[src/rtl/mem_wb_stage.sv]
// Memory-access and register write-back stage: performs one data-memory
// load/store per instruction over a req/ack handshake, then drives the
// register file write port with the ALU result or the loaded word.
module mem_wb_stage #(
    parameter int unsigned DWIDTH  = 32,
    parameter int unsigned RWIDTH  = 6,
    parameter int unsigned AWIDTH  = 32,
    parameter int unsigned TIMEOUT = 16
) (
    input  logic              clk,
    input  logic              rst_n,
    input  logic              in_valid,
    output logic              in_ready,
    input  logic              is_load,
    input  logic              is_store,
    input  logic              reg_write,
    input  logic [RWIDTH-1:0] rd,
    input  logic [DWIDTH-1:0] alu_result,
    input  logic [DWIDTH-1:0] store_data,
    output logic              mem_req,
    output logic              mem_we,
    output logic [AWIDTH-1:0] mem_addr,
    output logic [DWIDTH-1:0] mem_wdata,
    input  logic [DWIDTH-1:0] mem_rdata,
    input  logic              mem_ack,
    output logic [RWIDTH-1:0] wa,
    output logic [DWIDTH-1:0] wd,
    output logic              we,
    output logic              err
);

    localparam int unsigned CW = $clog2(TIMEOUT);

    typedef enum logic [1:0] {
        S_IDLE = 2'd0,
        S_MEM  = 2'd1,
        S_WB   = 2'd2
    } state_t;

    state_t            state;
    state_t            next_state;
    logic              accept_c;
    logic              timeout_c;
    logic [CW-1:0]     wait_cnt;
    logic              ld_q;
    logic              rw_q;
    logic [RWIDTH-1:0] rd_q;

    // State register
    always_ff @(posedge clk or negedge rst_n) begin
        if (!rst_n) begin
            state <= S_IDLE;
        end else begin
            state <= next_state;
        end
    end

    // Next-state decode; a late ack on the timeout cycle still wins
    always_comb begin
        next_state = state;
        accept_c   = 1'b0;
        timeout_c  = 1'b0;
        case (state)
            S_IDLE: begin
                if (in_valid) begin
                    accept_c = 1'b1;
                    if (is_load || is_store) begin
                        next_state = S_MEM;
                    end else if (reg_write) begin
                        next_state = S_WB;
                    end
                end
            end
            S_MEM: begin
                if (mem_ack) begin
                    next_state = (ld_q && rw_q) ? S_WB : S_IDLE;
                end else if (wait_cnt == CW'(TIMEOUT - 1)) begin
                    timeout_c  = 1'b1;
                    next_state = S_IDLE;
                end
            end
            S_WB: begin
                next_state = S_IDLE;
            end
            default: begin
                next_state = S_IDLE;
            end
        endcase
    end

    // Holding registers for the accepted instruction and the ack wait counter
    always_ff @(posedge clk or negedge rst_n) begin
        if (!rst_n) begin
            ld_q      <= 1'b0;
            rw_q      <= 1'b0;
            rd_q      <= '0;
            mem_addr  <= '0;
            mem_wdata <= '0;
            mem_we    <= 1'b0;
            wait_cnt  <= '0;
        end else if (accept_c) begin
            ld_q      <= is_load;
            rw_q      <= reg_write;
            rd_q      <= rd;
            mem_addr  <= alu_result[AWIDTH-1:0];
            mem_wdata <= store_data;
            mem_we    <= is_store & ~is_load;
            wait_cnt  <= '0;
        end else if (state == S_MEM && !mem_ack) begin
            wait_cnt  <= wait_cnt + CW'(1);
        end
    end

    // Registered handshake, write-port and error outputs
    always_ff @(posedge clk or negedge rst_n) begin
        if (!rst_n) begin
            in_ready <= 1'b1;
            mem_req  <= 1'b0;
            we       <= 1'b0;
            err      <= 1'b0;
            wa       <= '0;
            wd       <= '0;
        end else begin
            in_ready <= (next_state == S_IDLE);
            mem_req  <= (next_state == S_MEM);
            we       <= (next_state == S_WB);
            err      <= timeout_c;
            if (next_state == S_WB) begin
                if (state == S_IDLE) begin
                    wa <= rd;
                    wd <= alu_result;
                end else begin
                    wa <= rd_q;
                    wd <= mem_rdata;
                end
            end
        end
    end

endmodule

[config.mk]
export PLATFORM = sky130hd
export DESIGN_NAME = mem_wb_stage
export DESIGN_NICKNAME = d
export VERILOG_FILES = /design/src/rtl/mem_wb_stage.sv
export SDC_FILE = /design/constraint.sdc
export NUM_CORES = 1
export LEC_CHECK = 0
export BUFFER_PORTS_ARGS = -buffer_cell sky130_fd_sc_hd__buf_4
export CAP_MARGIN = 40
export CELL_PAD_IN_SITES_DETAIL_PLACEMENT = 1
export CELL_PAD_IN_SITES_GLOBAL_PLACEMENT = 2
export CORE_MARGIN = 2
export CORE_UTILIZATION = 31
export DETAILED_ROUTE_END_ITERATION = 10
export GPL_TIMING_DRIVEN = 0
export PLACE_DENSITY = 0.86
export SLEW_MARGIN = 25
export SYNTH_ARGS = -nofsm -noshare
export SYNTH_HDL_FRONTEND = slang
export SYNTH_SLANG_ARGS = --single-unit
export TNS_END_PERCENT = 30
[constraint.sdc]
create_clock -name clk -period 2.3 [get_ports clk]
set_input_delay 0.23 -clock clk [delete_from_list [all_inputs] [get_ports clk]]
set_output_delay 0.23 -clock clk [all_outputs]
set_load 0.05 [all_outputs]
* After elaboration in Yosys (flattened, before gate mapping) *
Index checks and enable logic that the tools add are counted.

storage, ports and cells
  output and inout port bits = 107
  register bits = 121

cells by class
  equality and inequality tests = 4
  multiplexer cells = 16
  bitwise logic cells = 2
  reduce and logical (&&, ||, !) cells = 7
  $add $sub $neg = 1

operator list
  kind                   count
  $mux W32               1
  $mux W2                6
  $mux W4                2
  $mux W6                1
  $mux W1                5
  $add A4 B1 Y4 const B  1
  $eq A2 B1 Y1 const B   2
  $eq A4 B4 Y1 const B   1
  $logic_not A2 Y1       2
  $pmux W2 S2            1
  $eq A2 B2 Y1 const B   1
  $logic_and A1 B1 Y1    2
  $reduce_bool A2 Y1     1
  $and A1 B1 Y1          1
  $logic_not A1 Y1       1
  $logic_or A1 B1 Y1     1
  $not A1 Y1             1

* Longest topological paths before layout *
  depth in word-level cells = 5
  depth in mapped cells = 6
  gate-level depth less buffers = 4

* Least setup slack after synthesis *
Ideal clock, no wire load.

  path kind = flip-flop to flip-flop
  from = reg state[1]
  to = reg wa[0]
  arrival = 1.632 ns
  cell stages (with the launch flop) = 7
  clock period less this slack = 1.759 ns
  required time = 2.173 ns
  path slack = 0.541 ns
  path buffers = 3
  setup time = 0.127 ns
  cell sequence = dfrtp_1 or3b_1 buf_2 o22ai_2 buf_6 buf_8 mux2_1

on the way
  word-level cells in the longest chain between the ends = 5

ends and longest elaborated chain
  item                    line  text
  start, declared         40    state_t state;
  start signal, assigned  54    state <= next_state;
  $mux W2                 69    end else if (reg_write) begin
  $mux W2                 67    if (is_load || is_store) begin
  $mux W2                 65    if (in_valid) begin
  $pmux W2 S2 (*)         63    case (state)
  net next_state[1]       41    state_t next_state;
  $eq A2 B2 Y1 (*)        128   if (next_state == S_WB) begin
  end signal, assigned    130   wa <= rd;
  end signal, assigned    133   wa <= rd_q;
  end, declared           26    output logic [RWIDTH-1:0] wa,

The timed path passes the listed nets; every way through them passes the cells marked *.
A chain may end at the register's enable or synchronous reset.

* Worst setup path in the final report *
  from = reg state[0]
  to = reg wa[1]

on the way
  word-level cells in the longest chain between the ends = 5

ends and longest elaborated chain
  item          line
  $mux W2       69
  $mux W2       67
  $mux W2       65
  $pmux W2 S2   63
  $eq A2 B2 Y1  128

Parallel ways exist; a longest one is shown, timed or not.

==> impl_metrics.py <==
metrics = {
    "timing": {
        "slew_headroom": 0.5405,
        "clock.fmax_ghz": 0.4895,
        "setup_violations": 0,
        "worstMarginPinSlew_ns": 0.6892,
        "tns_ns": 0,
        "finClkSkew_ns": 0.007696,
        "rsz0062_at_grt": "false",
        "period_needed_ns": 2.043,
        "worst_slack_ns": 0.2571,
        "slew_viol_final": 0,
        "period_share": 0.8882,
        "hold_viol": 0,
    },
    "detailed_routing": {
        "num_vias": 3588,
        "viasPerCell": 4.565,
        "drcViolationCount": 0,
        "drtIter0Drc": 55,
        "dr.pass1.iters": 4,
        "antenna_left": 0,
        "wl_per_cell_um": 17.14,
        "routed_wl_mm": 13.47,
    },
    "critical_path": {
        "cp_slowest_cell": "dfrtp_1",
        "critPathCapture": "wa[1]",
        "ff2ff_path_depth": 5,
        "startpoint": "state[0]",
        "r2r_setup_slack_ns": 0.26,
        "cp_max_fo": 10,
        "cp.required_ns": 2.58,
        "path_cells": "nor2_1, buf_2, buf_2, mux2_2, mux2_1",
        "critPathKind": "flip-flop to flip-flop",
        "crit_family": "multiplexers",
        "r2r-end": "wa[1]",
        "max_stage_delay_ns": 0.41,
        "endpoint_kind": "flip-flop",
        "cp.buffers_inverters": 2,
        "cp-start-kind": "flip-flop",
        "crit_path_frequent_cell": "buf_2",
        "critical_path_depth": 5,
        "worstPathArrival_ns": 2.32,
        "reg2reg_from": "state[0]",
    },
    "logic_synthesis": {
        "yosys.area.top_type": "dfrtp_1",
        "synth-async-reset-ratio": 1.000,
        "ys_types": 28,
        "syn_area_mm2": 0.005020,
        "yosysWarnings": 0,
        "synth_top_cells_by_count": "mux2_2 (139), dfrtp_1 (120), buf_2 (11)",
        "synth_top_cell_area_share": 0.5982,
        "synth_edf_count": 0,
        "synth_nets": 431,
        "synth_top_cells_by_area": "dfrtp_1 (60%), mux2_2 (31%), mux2_1 (2.0%)",
        "yosysMostFrequentCell": "mux2_2",
        "synth_ff_type": "dfrtp_1",
        "synth_seq_cells": 121,
        "postSynthAreaPerCell_um2": 15.64,
        "ys_seq_area_frac": 0.6034,
        "synth_cells": 321,
    },
    "clock_network": {
        "clk_latency_ns": 0.41,
        "clk_pin_slew_worst_paths_ns": 0.05,
        "cts_tree": "yes",
        "numCtsBuffers": 17,
        "ctsHtreeMaxLevel": 4,
        "cts_setup_buffers": 0,
        "clockRootBuffer": "clkbuf_16",
        "clockBufferDepth": 2,
        "numClockSinks": 121,
    },
    "cells_and_area": {
        "seq_area_mm2": 0.003029,
        "area_growth_pct": 49.43,
        "nets": 667,
        "multi_input_area_mm2": 0.001872,
        "final_util": 0.4739,
        "drive_gt1_frac": 0.7070,
        "n_fill_cell": 1649,
        "final_area_mm2": 0.007501,
        "diodes": 0,
    },
    "hold_path": {
        "holdCritPathClass": "input pin to flip-flop",
    },
    "floorplanning": {
        "die_h_um": 131.3,
        "core_area_mm2": 0.01583,
        "die_w_um": 131.3,
        "dieArea_mm2": 0.01723,
        "initial_utilization": 0.3172,
        "placementRows": 46,
        "io_pins": 216,
    },
    "place": {
        "routabilityCongestion": 0.7545,
        "port_buffers": 215,
        "pre_cts_ws_ns": 0.1736,
        "placed_area_mm2": 0.006939,
        "dp_hpwl_mm": 10.23,
    },
    "global_route": {
        "grt_antenna_before_repair": 0,
        "overflow": 0,
        "grt_max_degree": 67,
        "grt.total_usage": 0.1588,
        "grt_pass1_wl_mm": 21.40,
        "first_global_vias": 4007,
    },
    "power_and_ir_drop": {
        "p_per_area_mw_per_mm2": 1513,
        "intPower_w": 0.006430,
        "power_frac_seq": 0.297,
        "p_sw_w": 0.004921,
        "swShare": 0.4335,
        "p_leak_nw": 3.504,
        "ir_drop_v": 0.0006972,
        "p_clk_frac": 0.216,
        "combPwrFrac": 0.486,
    },
    "flow_run": {
        "drv_cap": 0,
    },
    "status": {
        "status": "completed",
    },
}
==> cells in the final DEF, fill, tap and decap left out, types with 2 or more instances in the layout <==
cell and n:
buf_4 216, buf_2 11, mux2_1 9, clkbuf_8 3, nor2_1 6, dfrtp_1 120, buf_6 2, nand3_1 2
or3_1 2, nand2b_1 2, mux2_2 139, clkinv_2 5, buf_8 2, clkbuf_1 6, o21ai_0 3, a21oi_1 2
clkbuf_16 17, clkinvlp_4 2, or3b_2 2, o22ai_1 4
==> worst min path at each step <==
| stage | start | end | slack, ns | cells after the start |
|---|---|---|---|---|
| after floorplan | rst_n | err | -0.07 | 0 |
| after global placement | store_data[0] | mem_wdata[0] | 0.46 | 2 |
| after detailed placement | rst_n | mem_addr[9] | 0.22 | 1 |
| after CTS | store_data[3] | mem_wdata[3] | 0.03 | 2 |
| after global routing | store_data[0] | mem_wdata[0] | 0.04 | 2 |
| final | store_data[3] | mem_wdata[3] | 0.06 | 2 |
==> cell type report <==
type	count	share of cell area
plain buffers	18	0.01535
clock buffers	24	0.06422
clock inverters	8	0.009341
inverters	1	0.0005004
multi-input cells	181	0.2495
flip-flops and latches	121	0.4038
well taps	216	0.03603
repair buffers	217	0.2212
==> sequential cells by signal, indices dropped and copies added (netlist names), 2 cells and up <==
register / count
mem_addr: 32
mem_wdata: 32
rd_q: 6
state: 2
wa: 6
wait_cnt: 4
wd: 32
==> kinds of logic after synthesis <==
group / count (synthesis) / share of synthesized area
multiplexers: 149 / 0.3340
adder cells (fa/ha/maj): 1 / 0.002492
XOR/XNOR: 1 / 0.001745
flip-flops: 121 / 0.6034
buffers and inverters: 19 / 0.02368
AND/OR/NAND/NOR: 20 / 0.02218
AO/OA/AOI/OAI: 10 / 0.01246
==> per-stage QoR <==
step	cells	total power (W)	hold slack, ns
after floorplan	321	0.007134	-0.06559
after global placement	752	0.008849	0.4637
after detailed placement	753	0.009006	0.2189
after CTS	786	0.01153	0.03031
after global routing	786	0.01187	0.04019
final	786	0.01135	0.05665
==> metal layers <==
layer	vias to the layer above	track usage	routed length, um
li1	1623	-	-
met1	1801	0.1775	5393
met2	142	0.2740	6877
met3	22	0.05633	910
met4	0	0.06884	288
met5	-	0	0
==> timing repair <==
| action | CTS | global route |
|---|---|---|
| hold endpoints to repair | 64 | 0 |
| resized for setup | 0 | 0 |
| hold buffers | 1 | 0 |
==> power by group through the flow <==
| stage | registers (W) | clock network, W | logic, W |
|---|---|---|---|
| after floorplan | 0.00594 | 0 | 0.00119 |
| after global placement | 0.00336 | 0 | 0.00549 |
| after detailed placement | 0.00342 | 0 | 0.00559 |
| after CTS | 0.00339 | 0.00255 | 0.00559 |
| after global routing | 0.00349 | 0.00263 | 0.00575 |
| final | 0.00338 | 0.00246 | 0.00552 |
Note: power is estimated with default switching activity, not from simulation.
